==> src/rtl/zb_phy_pkg.sv <==
// Shared PHY definitions for the frame builder: FSM state encoding, the SFD
// byte and the CRC-16/KERMIT constants plus a byte-wide CRC update helper.
package zb_phy_pkg;

    localparam int unsigned STATE_W = 3;

    // Frame builder FSM states, in traversal order
    typedef enum logic [STATE_W-1:0] {
        IDLE     = 3'd0,
        PREAMBLE = 3'd1,
        SFD      = 3'd2,
        PHR      = 3'd3,
        PAYLOAD  = 3'd4,
        FCS      = 3'd5,
        DONE     = 3'd6
    } fbState_e;

    localparam logic [7:0]  SFD_BYTE = 8'hA7;
    localparam logic [15:0] CRC_POLY = 16'h8408;  // 0x1021 bit-reflected
    localparam logic [15:0] CRC_INIT = 16'h0000;

    // One byte of reflected CRC-16, data consumed LSB first
    function automatic logic [15:0] crcUpdateByte(input logic [15:0] crc,
                                                  input logic [7:0]  data);
        logic [15:0] c;
        c = crc ^ {8'h00, data};
        for (int i = 0; i < 8; i++) begin
            c = c[0] ? ((c >> 1) ^ CRC_POLY) : (c >> 1);
        end
        return c;
    endfunction

endpackage

==> src/rtl/crc16_kermit.sv <==
// CRC-16/KERMIT accumulator, one byte per enabled cycle.
//   inClock  : clock, rising edge
//   inReset  : asynchronous active-low reset (register -> CRC_INIT)
//   inClear  : synchronous restart to CRC_INIT, wins over inEnable
//   inEnable : fold inData into the register this cycle
//   inData   : byte to fold in
//   outCrc   : current CRC register
module crc16_kermit
    import zb_phy_pkg::*;
(
    input  logic        inClock,
    input  logic        inReset,
    input  logic        inClear,
    input  logic        inEnable,
    input  logic [7:0]  inData,
    output logic [15:0] outCrc
);

    // CRC register
    always_ff @(posedge inClock or negedge inReset) begin
        if (!inReset) begin
            outCrc <= CRC_INIT;
        end else if (inClear) begin
            outCrc <= CRC_INIT;
        end else if (inEnable) begin
            outCrc <= crcUpdateByte(outCrc, inData);
        end
    end

endmodule

==> src/rtl/zb_frame_builder.sv <==
// 802.15.4-style PHY frame builder: serialises preamble, SFD, PHR, payload
// and (optionally) FCS into a nibble stream for a downstream FIFO, low nibble
// first. Payload bytes arrive one at a time through a single holding register.
//
// Optional feature: define FRAME_BUILDER_FCS_EN to compile in a CRC-16/KERMIT
// FCS appended after the payload; without it the FCS state is skipped.
//
// Ports:
//   inClock        : clock, rising edge
//   inReset        : asynchronous active-low reset
//   inStart        : frame-start pulse, sampled in IDLE only
//   inLength [6:0] : PSDU length in bytes (FCS included), captured on start
//   inData   [7:0] : payload byte from host
//   inValid        : inData valid
//   outReady       : block accepts inData this cycle
//   inFull         : downstream FIFO almost-full
//   outData  [3:0] : nibble to the FIFO
//   outWriteEnable : FIFO write strobe
//   outBusy        : state is not IDLE
//   outDone        : one-cycle pulse after the last nibble is written
//   outError       : one-cycle pulse on a rejected start
module zb_frame_builder
    import zb_phy_pkg::*;
#(
    parameter int unsigned PREAMBLE_NIBBLES = 8,
    parameter int unsigned MAX_LEN          = 127
) (
    input  logic       inClock,
    input  logic       inReset,
    input  logic       inStart,
    input  logic [6:0] inLength,
    input  logic [7:0] inData,
    input  logic       inValid,
    output logic       outReady,
    input  logic       inFull,
    output logic [3:0] outData,
    output logic       outWriteEnable,
    output logic       outBusy,
    output logic       outDone,
    output logic       outError
);

    localparam int unsigned     PRE_W    = (PREAMBLE_NIBBLES > 1) ? $clog2(PREAMBLE_NIBBLES) : 1;
    localparam logic [PRE_W-1:0] PRE_LAST = PRE_W'(PREAMBLE_NIBBLES - 1);
`ifdef FRAME_BUILDER_FCS_EN
    localparam logic [6:0] MIN_LEN   = 7'd3;
    localparam logic [6:0] FCS_BYTES = 7'd2;
`else
    localparam logic [6:0] MIN_LEN   = 7'd1;
    localparam logic [6:0] FCS_BYTES = 7'd0;
`endif

    fbState_e         state;
    fbState_e         stateNext;
    logic [PRE_W-1:0] preCount;
    logic [1:0]       nibIdx;       // nibble index within SFD/PHR/PAYLOAD byte/FCS
    logic [6:0]       byteCount;    // payload bytes still to be emitted
    logic [6:0]       lenReg;
    logic [7:0]       holdData;
    logic             holdFull;

    logic             lenOk_c;
    logic             startOk_c;
    logic             accept_c;
    logic             emit_c;
    logic             holdFullNext_c;
    logic [3:0]       nibble_c;

`ifdef FRAME_BUILDER_FCS_EN
    logic [15:0]      crcValue;

    // FCS accumulator restarts on each accepted frame and folds in every accepted byte
    crc16_kermit uCrc (
        .inClock  (inClock),
        .inReset  (inReset),
        .inClear  (startOk_c),
        .inEnable (accept_c),
        .inData   (inData),
        .outCrc   (crcValue)
    );
`endif

    // State register
    always_ff @(posedge inClock or negedge inReset) begin
        if (!inReset) begin
            state <= IDLE;
        end else begin
            state <= stateNext;
        end
    end

    // Next-state logic: every state except IDLE/DONE advances on its last emitted nibble
    always_comb begin
        stateNext = state;
        case (state)
            IDLE:     if (startOk_c) stateNext = PREAMBLE;
            PREAMBLE: if (emit_c && preCount == PRE_LAST) stateNext = SFD;
            SFD:      if (emit_c && nibIdx[0]) stateNext = PHR;
            PHR:      if (emit_c && nibIdx[0]) stateNext = PAYLOAD;
            PAYLOAD: begin
                if (emit_c && nibIdx[0] && byteCount == 7'd1) begin
`ifdef FRAME_BUILDER_FCS_EN
                    stateNext = FCS;
`else
                    stateNext = DONE;
`endif
                end
            end
            FCS:      if (emit_c && nibIdx == 2'd3) stateNext = DONE;
            DONE:     stateNext = IDLE;
            default:  stateNext = IDLE;
        endcase
    end

    // Output/qualifier logic: start check, byte acceptance, emit decision and nibble mux
    always_comb begin
        lenOk_c        = 1'b0;
        startOk_c      = 1'b0;
        accept_c       = 1'b0;
        emit_c         = 1'b0;
        holdFullNext_c = holdFull;
        nibble_c       = 4'h0;

        lenOk_c   = (inLength >= MIN_LEN) && (32'(inLength) <= MAX_LEN);
        startOk_c = (state == IDLE) && inStart && lenOk_c;
        accept_c  = inValid && outReady;

        case (state)
            PREAMBLE, SFD, PHR, FCS: emit_c = !inFull;
            PAYLOAD:                 emit_c = !inFull && holdFull;
            default:                 emit_c = 1'b0;
        endcase

        // Holding register frees up once its high nibble goes out
        if (accept_c) begin
            holdFullNext_c = 1'b1;
        end else if (emit_c && state == PAYLOAD && nibIdx[0]) begin
            holdFullNext_c = 1'b0;
        end

        case (state)
            SFD:     nibble_c = nibIdx[0] ? SFD_BYTE[7:4] : SFD_BYTE[3:0];
            PHR:     nibble_c = nibIdx[0] ? {1'b0, lenReg[6:4]} : lenReg[3:0];
            PAYLOAD: nibble_c = nibIdx[0] ? holdData[7:4] : holdData[3:0];
`ifdef FRAME_BUILDER_FCS_EN
            FCS: begin
                case (nibIdx)
                    2'd0:    nibble_c = crcValue[3:0];
                    2'd1:    nibble_c = crcValue[7:4];
                    2'd2:    nibble_c = crcValue[11:8];
                    default: nibble_c = crcValue[15:12];
                endcase
            end
`endif
            default: nibble_c = 4'h0;
        endcase
    end

    // Counters, holding register and registered outputs
    always_ff @(posedge inClock or negedge inReset) begin
        if (!inReset) begin
            preCount       <= '0;
            nibIdx         <= 2'd0;
            byteCount      <= 7'd0;
            lenReg         <= 7'd0;
            holdData       <= 8'h00;
            holdFull       <= 1'b0;
            outReady       <= 1'b0;
            outData        <= 4'h0;
            outWriteEnable <= 1'b0;
            outBusy        <= 1'b0;
            outDone        <= 1'b0;
            outError       <= 1'b0;
        end else begin
            if (startOk_c) begin
                lenReg    <= inLength;
                byteCount <= 7'(inLength - FCS_BYTES);
                preCount  <= '0;
                nibIdx    <= 2'd0;
            end else if (emit_c) begin
                if (stateNext != state) begin
                    nibIdx <= 2'd0;
                end else if (state == PAYLOAD) begin
                    nibIdx <= {1'b0, ~nibIdx[0]};
                end else if (state != PREAMBLE) begin
                    nibIdx <= nibIdx + 2'd1;
                end
                if (state == PREAMBLE) begin
                    preCount <= preCount + PRE_W'(1);
                end
                if (state == PAYLOAD && nibIdx[0]) begin
                    byteCount <= byteCount - 7'd1;
                end
            end

            if (accept_c) begin
                holdData <= inData;
            end
            holdFull <= holdFullNext_c;

            outWriteEnable <= emit_c;
            if (emit_c) begin
                outData <= nibble_c;
            end
            outReady <= (stateNext == PAYLOAD) && !holdFullNext_c;
            outBusy  <= (stateNext != IDLE);
            outDone  <= (state == DONE);
            outError <= (state == IDLE) && inStart && !lenOk_c;
        end
    end

endmodule

==> config.mk <==
export PLATFORM = sky130hd
export DESIGN_NAME = zb_frame_builder
export DESIGN_NICKNAME = d
export VERILOG_FILES = /design/src/rtl/zb_phy_pkg.sv /design/src/rtl/crc16_kermit.sv /design/src/rtl/zb_frame_builder.sv
export SDC_FILE = /design/constraint.sdc
export NUM_CORES = 1
export LEC_CHECK = 0
export ABC_AREA = 0
export CAP_MARGIN = 20
export CORE_MARGIN = 4
export CORE_UTILIZATION = 45
export CTS_BUF_LIST = sky130_fd_sc_hd__clkbuf_16
export CTS_CLUSTER_SIZE = 24
export DETAILED_ROUTE_END_ITERATION = 8
export GPL_TIMING_DRIVEN = 0
export MAX_ROUTING_LAYER = met4
export PLACE_DENSITY = 0.76
export SLEW_MARGIN = 20
export SYNTH_ARGS = -nofsm -noshare
export SYNTH_HDL_FRONTEND = slang
export SYNTH_HIERARCHICAL = 1
export SYNTH_SLANG_ARGS = --single-unit
==> constraint.sdc <==
create_clock -name inClock -period 6.03 [get_ports inClock]
set_clock_uncertainty 0.15 [all_clocks]
set_input_delay 0.9045 -clock inClock [delete_from_list [all_inputs] [get_ports inClock]]
set_output_delay 0.9045 -clock inClock [all_outputs]
set_load 0.03 [all_outputs]
==> key figures, run 1 <==
Synth
  – Netlist Area Pre-Place: between 2000 and 2500 µm²
  – Synthesis warning total: 6
  – FFs w/ async S/R, synth: 1.00
  – Synth Net Count: ~210
  – Yosys reg bits: 40
  – Post-synth EDFFs: 0
  – Mapped Avg Cell Area: about 11 µm²
  – Yosys cell types: 43
  – Sequential area share after synthesis: 0.498
  – Ys flop type: dfrtp_1
  – Synth Instances: 182

Clocking
  – Sinks on Clock Net: 40
  – H-tree depth: 2
  – CTS root buf: clkbuf_16
  – Longest Clk Path Bufs: 2
  – Postcts setup bufs: 0
  – CTS tree: built
  – CTS Hold Bufs: 0
  – Clock slew at reported path FFs: 60 ps
  – Clock buffer count from CTS: 5
  – Post-CTS sizing: 0
  – Clock latency on the worst-skew pair: 280 ps

Finish
  – Layout cells sized above 1: 0.174
  – # diodes: 0
  – Final Core Density: 0.581
  – Post-route cell area: 2530 µm²
  – Final nets: 242
  – Fillers: 351
  – Layout area overhead: 25.8%

Setup path
  – RR Endpoint: outBusy
  – R2r startpoint: preCount[0]
  – Reg2reg setup slack: 3890 ps
  – WP data arrival: 2740 ps
  – Delay-heaviest family, CP: simple AND/OR/NAND/NOR gates
  – CP bufs+invs: 1
  – Critical Path RT: just over 6000 ps
  – Worst Reg2Reg Path Length in Cells: 6
  – Critical path capture point type: flop
  – Worst-path cell chain: clkdlybuf4s50_1 -> nor4_1 -> a21boi_1 -> or4_1
  – Setup CP Type: input pin to flop
  – Worst path max stage delay: 580 ps
  – Worst-path fanout max: 5
  – Slowest cell on crit path: or4_1
  – Startpoint type of the worst setup path: input pin

STA
  – Pins over their slew limit: 0
  – RSZ-0062 raised after global routing: false
  – Worst-Margin Slew: 586 ps
  – Setup Viol. Count Final: 0
  – Final Hold Fails: 0
  – PnR worst setup slack: roughly 3300 ps
  – Fin crit share: 0.455
  – TNS Setup: 0 ps
  – WHS: 324 ps
  – Tmin final: roughly 2700 ps
  – Relative slew margins: 0.606
  – Max Fclk: about 0.36 GHz

Floorplanning
  – Core area: 4350 µm²
  – Die H: 74.8 µm
  – IO Count: 29
  – Die W: 74.8 µm
  – Site Rows: 24
  – Area of the die: 5600 µm²
  – Starting Density: 0.462

Placed design
  – GPL Wtd Cong: approximately 0.81
  – I/O Buffers: 27
  – Detailed-placement wirelength estimate: 2.99 mm
  – Placement Setup Slack: 2960 ps
  – Placed inst area: 2360 µm²

Global route
  – Total grt overflow: 0
  – Largest net degree at the start of global routing: 28
  – Initial antenna violation count: 0
  – Vias in the first global route: 1,421
  – All-Layer GR Usage: 0.172
  – First-pass GRT wire length: 6.99 mm

Pwr
  – Power per cell area: between 400 and 500 nW/µm²
  – Peak VDD IR: roughly 0.00023 V
  – Sequential power share: 0.365
  – Static Leakage: 1.14 nW
  – NetSw: ~0.45 mW
  – Clock network power share: 0.241
  – Proportion of power drawn by combinational gates: 0.394
  – Net Sw Frac: 0.358
  – Pint: 0.802 mW

Min path
  – Min-delay src: lenReg[4]
  – Hold Path Class: flop to flop
  – Hold path cells: 2
  – Hold Crit Endpoint: lenReg[4]

Detailed routing
  – Post-route DRC: 0
  – WL/cell: 14.9 µm
  – Final wirelength: 4.04 mm
  – Vias: ~1.5k
  – Via/cell ratio: ~5.5
  – First drt pass iteration count: 4
  – Antenna Nets Post-Route: 0
  – Initial drt markers: 63

Outcome
  – Run status: completed

Job
  – Max-cap violations: 0
## metrics by stage
step	instances	total power [mW]
after floorplan	182	0.810
after global placement	261	0.935
after detailed placement	262	0.952
after CTS	270	1.26
after global routing	270	1.34
final	270	1.25
## synth_stat cells, types with 2 or more instances
| library cell | number | share of area |
|---|---|---|
| nor3_1 | 3 | 0.0075 |
| ha_1 | 5 | 0.031 |
| o211ai_1 | 6 | 0.022 |
| buf_2 | 4 | 0.010 |
| mux2i_1 | 8 | 0.040 |
| xnor2_1 | 2 | 0.0087 |
| nor4b_1 | 2 | 0.0087 |
| and3_1 | 2 | 0.0062 |
| nand3_1 | 8 | 0.020 |
| nor4b_4 | 2 | 0.024 |
| o311ai_0 | 2 | 0.0087 |
| mux2_2 | 13 | 0.073 |
| dfrtp_1 | 40 | 0.50 |
| nand2b_1 | 6 | 0.019 |
| buf_6 | 3 | 0.017 |
| a211o_1 | 2 | 0.0087 |
| inv_1 | 3 | 0.0056 |
| o21ai_0 | 6 | 0.015 |
| nor3b_1 | 2 | 0.0075 |
| or4_1 | 2 | 0.0075 |
| o22ai_1 | 2 | 0.0062 |
| a21oi_1 | 3 | 0.0075 |
| nand2_1 | 30 | 0.056 |
| nor2_1 | 7 | 0.013 |
## sequential cells by signal, summed over array words and instances, names as in the netlist
name and count:
byteCount 7, holdData 8, holdFull 1, lenReg 7, nibIdx 2, outBusy 1
outData 4, outDone 1, outError 1, outReady 1, outWriteEnable 1, preCount 3
state 3
## layout make-up
type,count,area [µm²],area share
Inverter,3,11.3,0.00445
Multi-Input combinational cell,131,937,0.371
Timing Repair Buffer,28,285,0.113
Tap cell,52,65.1,0.0257
Buffer,8,61.3,0.0242
Sequential cell,40,1000,0.396
Clock inverter,3,42.5,0.0168
Clock buffer,5,125,0.0495
## worst register-to-register path: stages (launching register included)
cell and delay (ps):
dfrtp_1 400, ha_1 210, ha_1 200, mux2i_1 190
nor3_1 110, a211o_1 320, or4_1 420
## cell families (layout without fill, tap and decap cells)
group           Yosys count  after routing  synth area share
xor+xnor                  2              2           0.00871
buf+inv                  11             47            0.0361
fa+ha+maj                 5              5            0.0311
mux                      21             21             0.113
simple gates             72             72             0.204
flops                    40             40             0.498
compound gates           31             31             0.110
## cell usage in the layout (no fill, tap or decap), drive strengths merged, types with 3 or more instances in the layout
cell type	n
clkdlybuf4s50	26
clkbuf	5
o21ai	6
inv	3
ha	5
dfrtp	40
nor3	4
nand3	8
nor2	7
buf	10
nand2b	6
o211ai	6
nor4b	4
nand2	30
a21oi	3
mux2	13
mux2i	8
## per-layer routing
layer  up-vias  share of wire  global-route usage
li1        727              -                   -
met1       736           0.47               0.238
met2        20           0.47               0.245
met3         7          0.037              0.0347
met4         0          0.018              0.0711
met5         -              0                   -
## power by group through the flow
| stage | combinational (mW) | clock [mW] | sequential, mW |
|---|---|---|---|
| 2_1_floorplan | 0.338 | 0 | 0.471 |
| 3_3_place_gp | 0.481 | 0 | 0.455 |
| 3_5_place_dp | 0.492 | 0 | 0.460 |
| 4_1_cts | 0.495 | 0.307 | 0.455 |
| 5_1_grt | 0.551 | 0.321 | 0.470 |
| 6_report | 0.492 | 0.301 | 0.456 |
## worst max path at each step
stage                              to  cells after the start   startpoint
after floorplan               outBusy                      5       inFull
after global placement    holdData[1]                      1      inReset
after detailed placement      outBusy                      4  inLength[2]
after CTS                     outBusy                      4  inLength[2]
after global routing          outBusy                      4  inLength[2]
final                         outBusy                      4  inLength[2]
No activity file was read; power rests on OpenSTA's default activity.
==> run 2: changes to the inputs <==
==> constraint.sdc (replaced) <==
create_clock -name inClock -period 2.8 [get_ports inClock]
set_clock_uncertainty 0.15 [all_clocks]
set_input_delay 0.42 -clock inClock [delete_from_list [all_inputs] [get_ports inClock]]
set_output_delay 0.42 -clock inClock [all_outputs]
set_load 0.03 [all_outputs]
==> run 2 against run 1 <==
Compared with the run above: via count grew 0.54%; final cell count grew 0.37%; worst setup slack worse by 2700 ps; cell area grew 0.40%; power increased by 120%; clock-buffer cell count unchanged; first-iteration DRC count grew 25%; largest power group unchanged.
==> key figures, run 2 (synthesis gave the netlist of run 1 again) <==
Clocking
  – Clock buffer count from CTS: 5
  – Sinks on Clock Net: 40
  – Longest Clk Path Bufs: 2
  – CTS root buf: clkbuf_16
  – H-tree depth: 2
  – Clock slew at reported path FFs: 60 ps
  – CTS tree: built
  – Clock latency on the worst-skew pair: around 280 ps

Detailed routing
  – WL met2: 1.90 mm
  – Met3 routed WL: 168 µm
  – Antenna Nets Post-Route: 0
  – First drt pass iteration count: 4
  – Final wirelength: 4.04 mm
  – Initial drt markers: 79
  – WL/cell: 14.9 µm
  – Top sig layer: met4
  – Post-route DRC: 0
  – Met1 wire length: 1.89 mm
  – Via/cell ratio: 5.53
  – Vias: around 1.5k

STA
  – Final Hold Fails: 0
  – Worst-Margin Slew: 586 ps
  – RSZ-0062 raised after global routing: false
  – WHS: 324 ps
  – Relative slew margins: 0.606
  – TNS Setup: 0 ps
  – Tmin final: 2260 ps
  – PnR worst setup slack: 538 ps
  – Fin crit share: 0.808
  – Max Fclk: 0.442 GHz
  – Pins over their slew limit: 0
  – Setup Viol. Count Final: 0

Placed design
  – Placed cells: 262
  – Placed inst area: around 2400 µm²
  – GPL Wtd Cong: 0.812
  – I/O Buffers: 27
  – Detailed-placement wirelength estimate: 2.99 mm
  – Placement Setup Slack: 216 ps

Finish
  – Regs by FF count: holdData (8), byteCount (7), lenReg (7)
  – Layout area overhead: 26.3%
  – Commonest non-fill, non-tap cell in the layout: dfrtp_1
  – Max reg flops: 8
  – Final nets: about 240
  – Layout cells sized above 1: 0.174
  – Most frequent cells in the layout: dfrtp_1, nand2_1, clkdlybuf4s50_1
  – Biggest register: holdData
  – Fillers: 349
  – Post-route cell area: 2540 µm²
  – Non-Filler Instances: 271
  – # diodes: 0

Floorplanning
  – Die W: ~75 µm
  – Area of the die: 5600 µm²
  – Core area: ~4400 µm²
  – Starting Density: 0.462
  – Site Rows: 24
  – IO Count: 29
  – Die H: 74.8 µm

Setup path
  – Worst path max stage delay: 580 ps
  – Setup CP Type: input pin to flop
  – Critical Path RT: 2800 ps
  – Critical path capture point type: flop
  – WP data arrival: 2260 ps
  – Startpoint type of the worst setup path: input pin
  – Slowest cell on crit path: or4_1
  – Worst-path cell chain: clkdlybuf4s50_1 -> nor4_1 -> a21boi_1 -> or4_1
  – Worst-path fanout max: 5

Global route
  – Initial antenna violation count: 0
  – First-pass GRT wire length: approximately 7.0 mm
  – Total grt overflow: 0
  – Vias in the first global route: 1,430
  – Largest net degree at the start of global routing: 28
  – All-Layer GR Usage: 0.172

Pwr
  – Static Leakage: approximately 1.1 nW
  – Peak VDD IR: 0.000505 V
  – Power per cell area: 1060 nW/µm²

Min path
  – Hold Path Class: flop to flop

Job
  – Max-cap violations: 0

Outcome
  – Run status: completed
run 2: power by group:
| part | switching (mW) | internal, mW |
|---|---|---|
| Sequential | 0.175 | 0.808 |
| Combinational | 0.557 | 0.502 |
| Clock | 0.231 | 0.418 |
| Total | 0.962 | 1.73 |
run 2: worst paths after layout:
| kind | start | end | slack (ps) | cells after the start |
|---|---|---|---|---|
| max in group asynchronous | inReset | byteCount[4] | 1630 | 3 |
| hold reg to reg | lenReg[4] | lenReg[4] | 320 | 2 |
| hold / removal | lenReg[4] | lenReg[4] | 320 | 2 |
| min in group asynchronous | inReset | preCount[0] | 420 | 2 |
| setup reg to reg | preCount[0] | outBusy | 670 | 6 |
| setup / recovery | inLength[2] | outBusy | 540 | 4 |
run 2: what timing repair did:
action,4_1_cts,5_1_grt
resized for setup,0,0
endpoints found under the setup margin,0,0
hold buffers,1,0
hold endpoints to repair,13,0
buffers inserted,0,0
run 2: cell type report:
class | count | area, µm² | share of cell area
inverters | 3 | 11.3 | 0.00444
multi-input cells | 131 | 937 | 0.369
well taps | 52 | 65.1 | 0.0256
repair buffers | 29 | 295 | 0.116
flip-flops and latches | 40 | 1000 | 0.394
clock inverters | 3 | 42.5 | 0.0168
plain buffers | 8 | 61.3 | 0.0241
clock buffers | 5 | 125 | 0.0493
run 2: layer usage:
metal	global-route usage	vias up
met3	0.0347	7
met1	0.238	737
met5	-	-
met4	0.0711	0
li1	-	730
met2	0.247	24
run 2: critical path: cells and delay by family:
| kind | cells | cell delay [ps] |
|---|---|---|
| buffers and inverters | 1 | 420 |
| AO/OA/AOI/OAI | 1 | 270 |
| AND/OR/NAND/NOR | 2 | 1140 |
run 2: through the flow:
| stage | util | total power, mW |
|---|---|---|
| final | 0.583 | 2.69 |
| after global routing | 0.583 | 2.89 |
| after CTS | 0.583 | 2.71 |
| after detailed placement | 0.542 | 2.05 |
| after global placement | 0.539 | 2.01 |
| after floorplan | - | 1.74 |
==> run 3: changes to the inputs <==
==> constraint.sdc (replaced) <==
create_clock -name inClock -period 2.2 [get_ports inClock]
set_clock_uncertainty 0.15 [all_clocks]
set_input_delay 0.33 -clock inClock [delete_from_list [all_inputs] [get_ports inClock]]
set_output_delay 0.33 -clock inClock [all_outputs]
set_load 0.03 [all_outputs]
==> run 3 against run 2 <==
Compared with the run above: non-clock buffer count unchanged; highest routed layer unchanged; sequential share of layout area down 0.097 points; critical path type is now flop to flop; largest cell class unchanged; via count down 0.47%; cell area up 0.25%; sequential power up 27%; clock-buffer cell count unchanged; first-iteration DRC count down 11%; worst setup slack worse by 430 ps.
==> key figures, run 3 (synthesis gave the netlist of run 1 again) <==
Outcome
  – Run status: completed

Global route
  – Total grt overflow: 0
  – M2 GR Usage: 0.247
  – Vias in the first global route: 1,430
  – Initial antenna violation count: 0
  – Layer with the highest usage: met2
  – Met1 usage: 0.238
  – All-Layer GR Usage: 0.172
  – Largest net degree at the start of global routing: 28
  – Met3 Use GR: 0.0347
  – First-pass GRT wire length: 7.02 mm

Setup path
  – Critical Path RT: 2200 ps
  – R2r startpoint: preCount[0]
  – Worst-path fanout max: 3
  – Critical path capture point type: flop
  – Worst Reg2Reg Path Length in Cells: 6
  – Reg2reg setup slack: 110 ps
  – RR Endpoint: outBusy
  – Setup CP Type: flop to flop
  – WP data arrival: 2090 ps
  – Startpoint type of the worst setup path: flop

Clocking
  – CTS root buf: clkbuf_16
  – Clock slew at reported path FFs: about 60 ps
  – CTS tree: built
  – Sinks on Clock Net: 40
  – Longest Clk Path Bufs: 2
  – H-tree depth: 2
  – Clock latency on the worst-skew pair: 280 ps
  – Clock buffer count from CTS: 5

STA
  – RSZ-0062 raised after global routing: false
  – Final Hold Fails: 0
  – Setup Viol. Count Final: 0
  – Tmin final: 2090 ps
  – Worst-Margin Slew: just over 500 ps
  – TNS Setup: 0 ps
  – WHS: 324 ps
  – Fin crit share: 0.951
  – Max Fclk: 0.478 GHz
  – Relative slew margins: 0.662
  – Pins over their slew limit: 0

Floorplanning
  – Starting Density: 0.462
  – Core area: 4350 µm²
  – Die H: 74.8 µm
  – Site Rows: 24
  – Area of the die: 5600 µm²
  – IO Count: 29
  – Die W: 74.8 µm

Pwr
  – Clock network power share: 0.240
  – Power per cell area: 1350 nW/µm²
  – Static Leakage: 1.15 nW
  – Proportion of power drawn by combinational gates: 0.395
  – Net Sw Frac: 0.357
  – NetSw: approximately 1.2 mW
  – Sequential power share: 0.365
  – Total power: between 3 and 4 mW
  – Peak VDD IR: 0.000643 V
  – Pint: 2.20 mW

Finish
  – Layout cells sized above 1: 0.178
  – Post-route cell area: 2540 µm²
  – FF/Latch Area: 1000 µm²
  – Regs by FF count: holdData (8), byteCount (7), lenReg (7)
  – Commonest non-fill, non-tap cell in the layout: dfrtp_1
  – # diodes: 0
  – Fillers: between 300 and 400
  – Biggest register: holdData
  – Final nets: 243
  – Max reg flops: 8
  – Area of the multi-input gates: between 900 and 1000 µm²
  – Non-Filler Instances: between 200 and 300
  – Most frequent cells in the layout: dfrtp_1, nand2_1, clkdlybuf4s50_1
  – Layout area overhead: 26.6%

Detailed routing
  – Vias: approximately 1.5k
  – WL/cell: 14.9 µm
  – Post-route DRC: 0
  – Initial drt markers: 70
  – First drt pass iteration count: 4
  – Antenna Nets Post-Route: 0
  – Via/cell ratio: between 5 and 6
  – Final wirelength: 4.05 mm

Job
  – Max-cap violations: 0

Placed design
  – GPL Wtd Cong: 0.812
  – Placed inst area: between 2000 and 2500 µm²
  – Placed cells: between 200 and 300
  – I/O Buffers: 27
  – Detailed-placement wirelength estimate: 2.99 mm

Min path
  – Hold Path Class: flop to flop
  – Hold Crit Endpoint: lenReg[4]
  – Min-delay src: lenReg[4]
  – Hold path cells: 2
run 3: final cells by class:
class / count / area share
buffer: 8 / 0.0241
clock inverter: 3 / 0.0167
sequential: 40 / 0.393
multi-input combinational: 131 / 0.371
inverter: 3 / 0.00442
clock buffer: 5 / 0.0492
timing repair buffer: 29 / 0.116
tap: 52 / 0.0256
run 3: worst max-delay path, stage by stage (launching register included):
cell and delay [ps]:
dfrtp_1 400, ha_1 210, ha_1 200, mux2i_1 180, nor3_1 110, a211o_1 280
or4_1 420
run 3: power by group through the flow:
stage | clock network (mW) | logic [mW] | registers [mW]
after floorplan | 0 | 0.927 | 1.29
after global placement | 0 | 1.32 | 1.25
after detailed placement | 0 | 1.35 | 1.26
after CTS | 0.840 | 1.36 | 1.25
after global routing | 0.880 | 1.51 | 1.29
final | 0.823 | 1.35 | 1.25
run 3: how the worst max path moves through the flow:
stage | slack [ps] | cells after the start | end | from
after floorplan | 270 | 6 | outBusy | preCount[0]
after global placement | -350 | 1 | holdData[1] | inReset
after detailed placement | -290 | 4 | outBusy | inLength[2]
after CTS | 6 | 4 | outBusy | inLength[2]
after global routing | 30 | 6 | outBusy | preCount[0]
final | 110 | 6 | outBusy | preCount[0]
run 3: layer usage:
| layer | vias up | routed length (µm) |
|---|---|---|
| met3 | 7 | 174 |
| met5 | - | 0 |
| met1 | 732 | 1900 |
| li1 | 728 | - |
| met2 | 24 | 1910 |
| met4 | 0 | 72 |
run 3: stage by stage:
stage / setup WS [ps] / utilization
after global routing: 25.3 / 0.584
after global placement: -354 / 0.539
after detailed placement: -294 / 0.542
after CTS: 6.20 / 0.583
after floorplan: 272 / -
final: 109 / 0.584
run 3: what timing repair did:
action	4_1_cts	5_1_grt
setup endpoints to repair	0	1
hold buffers	1	0
hold endpoints to repair	13	0
setup buffers	0	0
resized for setup	0	1
